File: config.mk
export PLATFORM = sky130hd
export DESIGN_NAME = jtkicker_sdram_sched_flat
export DESIGN_NICKNAME = d
export VERILOG_FILES = /design/src/rtl/jtkicker_sdram_sched_if.sv /design/src/rtl/jtkicker_sdram_sched.sv /design/src/flat_wrapper.sv
export SDC_FILE = /design/constraint.sdc
export NUM_CORES = 1
export LEC_CHECK = 0
export ABC_AREA = 1
export BUFFER_PORTS_ARGS = -buffer_cell sky130_fd_sc_hd__buf_2
export CAP_MARGIN = 10
export CORE_UTILIZATION = 35
export DETAILED_ROUTE_END_ITERATION = 8
export MAX_ROUTING_LAYER = met4
export PLACE_DENSITY = 0.64
export SLEW_MARGIN = 10
export SYNTH_ARGS = -nofsm -noshare
export SYNTH_HDL_FRONTEND = slang
export SYNTH_SLANG_ARGS = --single-unit
export TNS_END_PERCENT = 5
File: constraint.sdc
create_clock -name clk -period 2.1 [get_ports clk]
set_input_delay 0.42 -clock clk [delete_from_list [all_inputs] [get_ports clk]]
set_output_delay 0.42 -clock clk [all_outputs]
set_load 0.01 [all_outputs]
File: src/rtl/jtkicker_sdram_sched_if.sv
// Client-side and SDRAM-side signal bundle for jtkicker_sdram_sched.
// master: the game/SDRAM side that drives requests and returns data; slave: the scheduler.
interface jtkicker_sdram_sched_if #(
  parameter int SCR_AW  = 12,
  parameter int OBJ_AW  = 12,
  parameter int MAIN_AW = 15
);
  logic               downloading;
  logic               scr_cs;
  logic [SCR_AW-1:0]  scr_addr;
  logic [15:0]        scr_dout;
  logic               scr_ok;
  logic               obj_cs;
  logic [OBJ_AW-1:0]  obj_addr;
  logic [31:0]        obj_dout;
  logic               obj_ok;
  logic               main_cs;
  logic [MAIN_AW-1:0] main_addr;
  logic [7:0]         main_dout;
  logic               main_ok;
  logic               sdram_req;
  logic [21:0]        sdram_addr;
  logic               sdram_ack;
  logic               data_dst;
  logic               data_rdy;
  logic [15:0]        data_read;

  modport master (
    output downloading, scr_cs, scr_addr, obj_cs, obj_addr, main_cs, main_addr,
           sdram_ack, data_dst, data_rdy, data_read,
    input  scr_dout, scr_ok, obj_dout, obj_ok, main_dout, main_ok, sdram_req, sdram_addr
  );

  modport slave (
    input  downloading, scr_cs, scr_addr, obj_cs, obj_addr, main_cs, main_addr,
           sdram_ack, data_dst, data_rdy, data_read,
    output scr_dout, scr_ok, obj_dout, obj_ok, main_dout, main_ok, sdram_req, sdram_addr
  );
endinterface

File: src/rtl/jtkicker_sdram_sched.sv
// Shares one SDRAM read port among scroll (16b), object (32b) and main CPU (8b) ROM clients.
// Define JTKICKER_SCHED_RR_EN for round-robin arbitration; default is fixed main > obj > scr.
module jtkicker_sdram_sched #(
  parameter int          SCR_AW      = 12,
  parameter int          OBJ_AW      = 12,
  parameter int          MAIN_AW     = 15,
  parameter logic [21:0] SCR_OFFSET  = 22'h0,
  parameter logic [21:0] OBJ_OFFSET  = 22'h0,
  parameter logic [21:0] MAIN_OFFSET = 22'h0
)(
  input  logic                   clk,
  input  logic                   rstn,
  jtkicker_sdram_sched_if.slave  bus
);
  typedef enum logic [2:0] {IDLE, REQ1, WAIT1, REQ2, WAIT2} state_t;
  typedef enum logic [1:0] {C_MAIN = 2'd0, C_OBJ = 2'd1, C_SCR = 2'd2} cid_t;

  state_t st_q, st_d;
  cid_t   id_q, id_d, pick;
  logic   pick_vld, grant, rdy;
  logic [21:0] addr_q, addr_d, scr_sa, obj_sa, main_sa;
  logic [15:0] lo_q, lo_d;

  logic [SCR_AW-1:0]  scr_tag_q,  scr_tag_d,  scr_lat_q,  scr_lat_d;
  logic [OBJ_AW-1:0]  obj_tag_q,  obj_tag_d,  obj_lat_q,  obj_lat_d;
  logic [MAIN_AW-2:0] main_tag_q, main_tag_d, main_lat_q, main_lat_d;
  logic [15:0] scr_data_q, scr_data_d, main_data_q, main_data_d;
  logic [31:0] obj_data_q, obj_data_d;
  logic scr_vld_q, scr_vld_d, obj_vld_q, obj_vld_d, main_vld_q, main_vld_d;
  logic scr_hit_d, obj_hit_d, main_hit_d;
  logic scr_ok_q, obj_ok_q, main_ok_q;
  logic [2:0] pend_q, pend_d;  // [0] main, [1] obj, [2] scr
  logic [7:0] main_dout_q, main_dout_d;
  logic unused_dst;

  assign unused_dst = bus.data_dst;
  assign scr_sa  = SCR_OFFSET  + 22'(bus.scr_addr);
  assign obj_sa  = OBJ_OFFSET  + 22'({bus.obj_addr, 1'b0});
  assign main_sa = MAIN_OFFSET + 22'(bus.main_addr[MAIN_AW-1:1]);
  assign grant   = (st_q == IDLE) && !bus.downloading && pick_vld;
  assign rdy     = bus.data_rdy && !bus.downloading;

`ifdef JTKICKER_SCHED_RR_EN
  cid_t last_q;

  // The last served client moves to the back of the rotation main -> obj -> scr.
  always_comb begin
    pick_vld = |pend_q;
    pick     = C_MAIN;
    case (last_q)
      C_MAIN:  pick = pend_q[1] ? C_OBJ  : (pend_q[2] ? C_SCR  : C_MAIN);
      C_OBJ:   pick = pend_q[2] ? C_SCR  : (pend_q[0] ? C_MAIN : C_OBJ);
      default: pick = pend_q[0] ? C_MAIN : (pend_q[1] ? C_OBJ  : C_SCR);
    endcase
  end

  always_ff @(posedge clk or negedge rstn) begin
    if (!rstn)      last_q <= C_SCR;
    else if (grant) last_q <= pick;
  end
`else
  always_comb begin
    pick_vld = |pend_q;
    pick     = pend_q[0] ? C_MAIN : (pend_q[1] ? C_OBJ : C_SCR);
  end
`endif

  always_comb begin
    st_d        = st_q;
    id_d        = id_q;
    addr_d      = addr_q;
    lo_d        = lo_q;
    scr_lat_d   = scr_lat_q;
    obj_lat_d   = obj_lat_q;
    main_lat_d  = main_lat_q;
    scr_tag_d   = scr_tag_q;
    obj_tag_d   = obj_tag_q;
    main_tag_d  = main_tag_q;
    scr_data_d  = scr_data_q;
    obj_data_d  = obj_data_q;
    main_data_d = main_data_q;
    scr_vld_d   = scr_vld_q;
    obj_vld_d   = obj_vld_q;
    main_vld_d  = main_vld_q;
    case (st_q)
      IDLE: if (grant) begin
        id_d = pick;
        st_d = REQ1;
        case (pick)
          C_MAIN:  begin addr_d = main_sa; main_lat_d = bus.main_addr[MAIN_AW-1:1]; end
          C_OBJ:   begin addr_d = obj_sa;  obj_lat_d  = bus.obj_addr; end
          default: begin addr_d = scr_sa;  scr_lat_d  = bus.scr_addr; end
        endcase
      end
      REQ1: if (bus.sdram_ack) st_d = WAIT1;
      WAIT1: if (rdy) begin
        if (id_q == C_OBJ) begin
          lo_d   = bus.data_read;
          addr_d = addr_q + 22'd1;
          st_d   = REQ2;
        end else begin
          st_d = IDLE;
          if (id_q == C_MAIN) begin
            main_tag_d = main_lat_q; main_data_d = bus.data_read; main_vld_d = 1'b1;
          end else begin
            scr_tag_d = scr_lat_q; scr_data_d = bus.data_read; scr_vld_d = 1'b1;
          end
        end
      end
      REQ2: if (bus.sdram_ack) st_d = WAIT2;
      WAIT2: if (rdy) begin
        obj_tag_d  = obj_lat_q;
        obj_data_d = {bus.data_read, lo_q};
        obj_vld_d  = 1'b1;
        st_d       = IDLE;
      end
      default: st_d = IDLE;
    endcase
    if (bus.downloading) begin
      st_d       = IDLE;
      scr_vld_d  = 1'b0;
      obj_vld_d  = 1'b0;
      main_vld_d = 1'b0;
    end
  end

  // ok and pending are judged against the post-commit entry so a just-filled client is not refetched.
  assign scr_hit_d   = scr_vld_d  && (scr_tag_d  == bus.scr_addr);
  assign obj_hit_d   = obj_vld_d  && (obj_tag_d  == bus.obj_addr);
  assign main_hit_d  = main_vld_d && (main_tag_d == bus.main_addr[MAIN_AW-1:1]);
  assign pend_d      = {bus.scr_cs & ~scr_hit_d, bus.obj_cs & ~obj_hit_d, bus.main_cs & ~main_hit_d};
  assign main_dout_d = bus.main_addr[0] ? main_data_d[15:8] : main_data_d[7:0];

  always_ff @(posedge clk or negedge rstn) begin
    if (!rstn) begin
      st_q        <= IDLE;
      id_q        <= C_MAIN;
      addr_q      <= '0;
      lo_q        <= '0;
      scr_lat_q   <= '0;
      obj_lat_q   <= '0;
      main_lat_q  <= '0;
      scr_tag_q   <= '0;
      obj_tag_q   <= '0;
      main_tag_q  <= '0;
      scr_data_q  <= '0;
      obj_data_q  <= '0;
      main_data_q <= '0;
      scr_vld_q   <= 1'b0;
      obj_vld_q   <= 1'b0;
      main_vld_q  <= 1'b0;
      scr_ok_q    <= 1'b0;
      obj_ok_q    <= 1'b0;
      main_ok_q   <= 1'b0;
      pend_q      <= '0;
      main_dout_q <= '0;
    end else begin
      st_q        <= st_d;
      id_q        <= id_d;
      addr_q      <= addr_d;
      lo_q        <= lo_d;
      scr_lat_q   <= scr_lat_d;
      obj_lat_q   <= obj_lat_d;
      main_lat_q  <= main_lat_d;
      scr_tag_q   <= scr_tag_d;
      obj_tag_q   <= obj_tag_d;
      main_tag_q  <= main_tag_d;
      scr_data_q  <= scr_data_d;
      obj_data_q  <= obj_data_d;
      main_data_q <= main_data_d;
      scr_vld_q   <= scr_vld_d;
      obj_vld_q   <= obj_vld_d;
      main_vld_q  <= main_vld_d;
      scr_ok_q    <= bus.scr_cs  & scr_hit_d;
      obj_ok_q    <= bus.obj_cs  & obj_hit_d;
      main_ok_q   <= bus.main_cs & main_hit_d;
      pend_q      <= pend_d;
      main_dout_q <= main_dout_d;
    end
  end

  assign bus.scr_dout   = scr_data_q;
  assign bus.obj_dout   = obj_data_q;
  assign bus.main_dout  = main_dout_q;
  assign bus.scr_ok     = scr_ok_q;
  assign bus.obj_ok     = obj_ok_q;
  assign bus.main_ok    = main_ok_q;
  assign bus.sdram_req  = (st_q == REQ1) || (st_q == REQ2);
  assign bus.sdram_addr = addr_q;
endmodule

File: src/flat_wrapper.sv
// flat-port wrapper written by rule: the top's interface ports become plain ports
module jtkicker_sdram_sched_flat 
#(
  parameter int          SCR_AW      = 12,
  parameter int          OBJ_AW      = 12,
  parameter int          MAIN_AW     = 15,
  parameter logic [21:0] SCR_OFFSET  = 22'h0,
  parameter logic [21:0] OBJ_OFFSET  = 22'h0,
  parameter logic [21:0] MAIN_OFFSET = 22'h0
)
  (clk, rstn, bus_downloading, bus_scr_cs, bus_scr_addr, bus_obj_cs, bus_obj_addr, bus_main_cs, bus_main_addr, bus_sdram_ack, bus_data_dst, bus_data_rdy, bus_data_read, bus_scr_dout, bus_scr_ok, bus_obj_dout, bus_obj_ok, bus_main_dout, bus_main_ok, bus_sdram_req, bus_sdram_addr);
  jtkicker_sdram_sched_if #(.SCR_AW(SCR_AW), .OBJ_AW(OBJ_AW), .MAIN_AW(MAIN_AW)) bus_i ();
  input  logic clk;
  input  logic rstn;
  input wire logic [$bits(bus_i.downloading)-1:0] bus_downloading;
  input wire logic [$bits(bus_i.scr_cs)-1:0] bus_scr_cs;
  input wire logic [$bits(bus_i.scr_addr)-1:0] bus_scr_addr;
  input wire logic [$bits(bus_i.obj_cs)-1:0] bus_obj_cs;
  input wire logic [$bits(bus_i.obj_addr)-1:0] bus_obj_addr;
  input wire logic [$bits(bus_i.main_cs)-1:0] bus_main_cs;
  input wire logic [$bits(bus_i.main_addr)-1:0] bus_main_addr;
  input wire logic [$bits(bus_i.sdram_ack)-1:0] bus_sdram_ack;
  input wire logic [$bits(bus_i.data_dst)-1:0] bus_data_dst;
  input wire logic [$bits(bus_i.data_rdy)-1:0] bus_data_rdy;
  input wire logic [$bits(bus_i.data_read)-1:0] bus_data_read;
  output wire logic [$bits(bus_i.scr_dout)-1:0] bus_scr_dout;
  output wire logic [$bits(bus_i.scr_ok)-1:0] bus_scr_ok;
  output wire logic [$bits(bus_i.obj_dout)-1:0] bus_obj_dout;
  output wire logic [$bits(bus_i.obj_ok)-1:0] bus_obj_ok;
  output wire logic [$bits(bus_i.main_dout)-1:0] bus_main_dout;
  output wire logic [$bits(bus_i.main_ok)-1:0] bus_main_ok;
  output wire logic [$bits(bus_i.sdram_req)-1:0] bus_sdram_req;
  output wire logic [$bits(bus_i.sdram_addr)-1:0] bus_sdram_addr;
  assign bus_i.downloading = bus_downloading;
  assign bus_i.scr_cs = bus_scr_cs;
  assign bus_i.scr_addr = bus_scr_addr;
  assign bus_i.obj_cs = bus_obj_cs;
  assign bus_i.obj_addr = bus_obj_addr;
  assign bus_i.main_cs = bus_main_cs;
  assign bus_i.main_addr = bus_main_addr;
  assign bus_i.sdram_ack = bus_sdram_ack;
  assign bus_i.data_dst = bus_data_dst;
  assign bus_i.data_rdy = bus_data_rdy;
  assign bus_i.data_read = bus_data_read;
  assign bus_scr_dout = bus_i.scr_dout;
  assign bus_scr_ok = bus_i.scr_ok;
  assign bus_obj_dout = bus_i.obj_dout;
  assign bus_obj_ok = bus_i.obj_ok;
  assign bus_main_dout = bus_i.main_dout;
  assign bus_main_ok = bus_i.main_ok;
  assign bus_sdram_req = bus_i.sdram_req;
  assign bus_sdram_addr = bus_i.sdram_addr;
  jtkicker_sdram_sched #(.SCR_AW(SCR_AW), .OBJ_AW(OBJ_AW), .MAIN_AW(MAIN_AW), .SCR_OFFSET(SCR_OFFSET), .OBJ_OFFSET(OBJ_OFFSET), .MAIN_OFFSET(MAIN_OFFSET)) u_core (.clk(clk), .rstn(rstn), .bus(bus_i));
endmodule
==> impl_metrics.yaml <==
yosys:
  synth_top_area_share_pct: 54.3
  yosysTopAreaCell: "dfrtp_1"
  yosys_warnings: 0
  synth_ff_type: "dfrtp_1"
  synth_edf_count: 0
  ys_top_cells_by_area: "dfrtp_1 54%, nand2_1 17%, o21ai_0 7.1%"
  synthArstFlopShare_pct: 100
  synth-seq-cells: 200
  syn_inst: 1175
  syn_area_per_cell_um2: 7.85
  yosysSeqAreaShare_pct: 54.3
  syn_nets: 1240
  synth.cell_area_um2: 9230
  synth.distinct_cells: 36
placement:
  numPlacedInstances: 1646
  place.gp.congestion: 0.890
  portBuffers: 144
  hpwlAfterDp_um: 17800
drt:
  first_iter_violations: 793
  viasPerCell: 4.77
  totalWireLength_um: 24400
  first_pass_iters: 6
  vias: 8030
  drc: 0
  wl_per_cell_um: 14.5
  ant_nets: 0
clock_tree:
  cts_buffers: 17
  clockRootBuffer: "clkbuf_16"
  cts_tree: "built"
  cts.htree.levels: 4
  clk_latency_ns: 0.44
  clkSinkCount: 200
  cts.clk_slew.worst_paths_ns: 0.09
  clockBufferDepth: 2
timing:
  setup_viol: 0
  slew_viol_final: 0
  finalClockSkew_ns: 0.0136
  fmax_mhz: 502
  min_period_ns: 1.99
  hold_ws_ns: 0.243
  rsz0062_at_grt: "yes"
  hold_violations: 0
  tightest_slew_ns: 0.510
  tns_ns: 0
  period_share_pct: 94.8
  timing.max_slew.rel_slack_pct: 65.7
critical_path:
  cp_num_cells: 11
  worstPathCellList: "inv_2 -> nand2_1 -> nor2_4 -> buf_4 -> a21oi_1 -> nor2_1 -> nand2_2 -> nor2_2 -> nand2_1 -> o21ai_0 -> nor2_1"
  rr_worst_depth: 11
  crit_path_max_fanout: 6
  max_stage_delay_ns: 0.43
  worstPathArrival_ns: 2.32
  critPathBufInv: 2
  cp-startpoint: "u_core.st_q[2]"
  worst_path_max_delay_cell: "dfrtp_1"
  crit_type: "reg2reg"
  end_kind: "flip-flop"
  rr_endpoint: "u_core.bus.sdram_addr[20]"
  worstPathRequired_ns: 2.43
  reg2reg_from: "u_core.st_q[2]"
  worst_setup_path_start_kind: "flip-flop"
  critPathCapture: "u_core.bus.sdram_addr[20]"
  crit_family: "simple AND/OR/NAND/NOR gates"
  r2r_slack_ns: 0.11
global_routing:
  grt_pass1_vias: 7323
  grt_pass1_wl_um: 38600
  antenna_found_initial: 3
  grtUsageTotal_pct: 19.2
  grt_max_degree: 72
  overflow: 0
power_and_ir_drop:
  power_density_nw_per_um2: 1250
  p_clk_share_pct: 24.7
  vdd_drop_max_v: 0.000558
  p_int_mw: 8.68
  p_seq_share_pct: 42.7
  total_power_mw: 14.0
  switching_power_mw: 5.30
  power_leakage_nw: 6.06
  power.share.switching_pct: 37.9
  p_comb_share_pct: 32.6
floorplan:
  die_w_um: 164
  start_util_pct: 35.5
  pin_count: 146
  core_area_um2: 26000
  num_rows: 59
  die_area_um2: 27000
  die_h_um: 164
worst_hold_path:
  hold_path.class: "in2reg"
layout:
  final_cells: 1684
  drive_gt1_share_pct: 17.2
  multi_input_area_um2: 3470
  area.growth.synth_to_final_pct: 21.6
  final_nets: 1398
  fill_cells: 2599
  ff_latch_area_um2: 5010
  utilization_pct: 43.2
run:
  drv_cap: 0
status:
  status: "completed"
[cells by family (layout without fill, tap and decap cells)]
group | after synthesis | in the layout | share of synthesized area [%]
adder cells (fa/ha/maj) | 1 | 1 | 0.136
buffers and inverters | 194 | 365 | 8.44
AO/OA/AOI/OAI | 181 | 181 | 10.6
other | 0 | 3 | 0
flip-flops | 200 | 200 | 54.3
XOR/XNOR | 3 | 3 | 0.285
AND/OR/NAND/NOR | 596 | 596 | 26.3
[stage by stage]
stage          worst slack, ns  area (um2)
4_1_cts                 0.0661       11200
3_5_place_dp            0.0432       10500
3_3_place_gp            0.0722       10500
6_report                 0.110       11200
5_1_grt                -0.0360       11200
2_1_floorplan            0.412        9230
[worst register-to-register path, cell delays in order, from the launching register on]
cell and delay (ns):
dfrtp_1 0.43, inv_2 0.10, nand2_1 0.08, nor2_4 0.25, buf_4 0.18, a21oi_1 0.06
nor2_1 0.11, nand2_2 0.13, nor2_2 0.13, nand2_1 0.14, o21ai_0 0.22, nor2_1 0.07
[power by group through the flow]
stage	clock, mW	combinational [mW]	sequential, mW
floorplan	0	2.69	6.15
global placement	0	4.43	5.98
detailed placement	0	4.54	6.02
CTS	3.54	4.56	5.97
global route	3.68	5.22	6.13
finish	3.45	4.56	5.97
[sequential cells by signal (all words and copies together), names as in the netlist, 2 cells and up]
signal,count
u_core.main_data_q,16
u_core.obj_tag_q,12
u_core.scr_lat_q,12
u_core.main_tag_q,14
u_core.scr_tag_q,12
u_core.pend_q,3
u_core.bus.sdram_addr,22
u_core.main_lat_q,14
u_core.id_q,2
u_core.bus.scr_dout,16
u_core.obj_lat_q,12
u_core.bus.main_dout,8
u_core.lo_q,16
u_core.st_q,3
u_core.bus.obj_dout,32
[Yosys cell counts, types with 2 or more instances]
master	instances
a21oi_1	17
a22oi_1	2
a31oi_1	4
buf_1	3
buf_2	16
buf_4	4
buf_6	2
clkbuf_1	17
clkinv_1	2
dfrtp_1	200
inv_1	147
inv_2	3
nand2_1	414
nand2_2	2
nand3_1	93
nand3_2	2
nand3b_1	3
nand4_1	2
nor2_1	67
nor2_2	3
nor2_4	2
nor3_1	6
o211ai_1	3
o21ai_0	130
o21bai_1	2
o221ai_1	6
o22ai_1	12
xor2_1	3
[cell usage in the layout (no fill, tap or decap), types with 2 or more instances in the layout]
master / n
nand2_1: 412
dfrtp_1: 199
inv_1: 147
buf_2: 143
o21ai_0: 130
nand3_1: 93
nor2_1: 65
buf_4: 27
a21oi_1: 17
clkbuf_16: 17
o22ai_1: 12
buf_12: 9
o221ai_1: 6
nor3_1: 5
inv_8: 5
nand2_2: 4
nor2_2: 4
a31oi_1: 4
clkinv_8: 4
diode_2: 3
inv_2: 3
nor2_4: 3
o211ai_1: 3
nand3b_1: 3
xor2_1: 3
nand3_2: 2
nand4_1: 2
o21bai_1: 2
clkinv_1: 2
a22oi_1: 2
inv_6: 2
[area by class of cell]
type	instances	area share, %
tap	335	3.74
sequential	200	44.6
timing repair buffer	181	10.0
clock buffer	17	3.79
clock inverter	15	1.80
inverter	152	5.08
multi-input combinational	781	30.9
antenna	3	0.0669
[how the worst min path moves through the flow]
| stage | start | to | slack (ns) | cells past startpoint |
|---|---|---|---|---|
| 4_1_cts | bus_scr_cs | u_core.pend_q[2] | 0.23 | 3 |
| 5_1_grt | bus_scr_cs | u_core.pend_q[2] | 0.23 | 3 |
| 6_report | bus_scr_cs | u_core.pend_q[2] | 0.24 | 3 |
| 3_3_place_gp | rstn | u_core.scr_tag_q[0] | 0.27 | 1 |
| 2_1_floorplan | rstn | u_core.bus.main_dout[0] | 0.12 | 0 |
| 3_5_place_dp | rstn | u_core.scr_tag_q[0] | 0.27 | 1 |
[layer usage]
layer,vias to the layer above,wire (um),global-route usage [%]
met5,-,0,-
met1,3776,11500,26.8
met2,200,11300,28.5
li1,4025,-,-
met3,29,1170,2.93
met4,0,429,5.85
[repair_timing]
item / CTS / global route
hold endpoints to repair: 7 / 0
pin swaps: 0 / 2
hold buffers: 1 / 0
buffers inserted: 0 / 2
gates resized for setup: 1 / 6
endpoints found under the setup margin: 1 / 7
No activity file was read; power rests on OpenSTA's default activity.
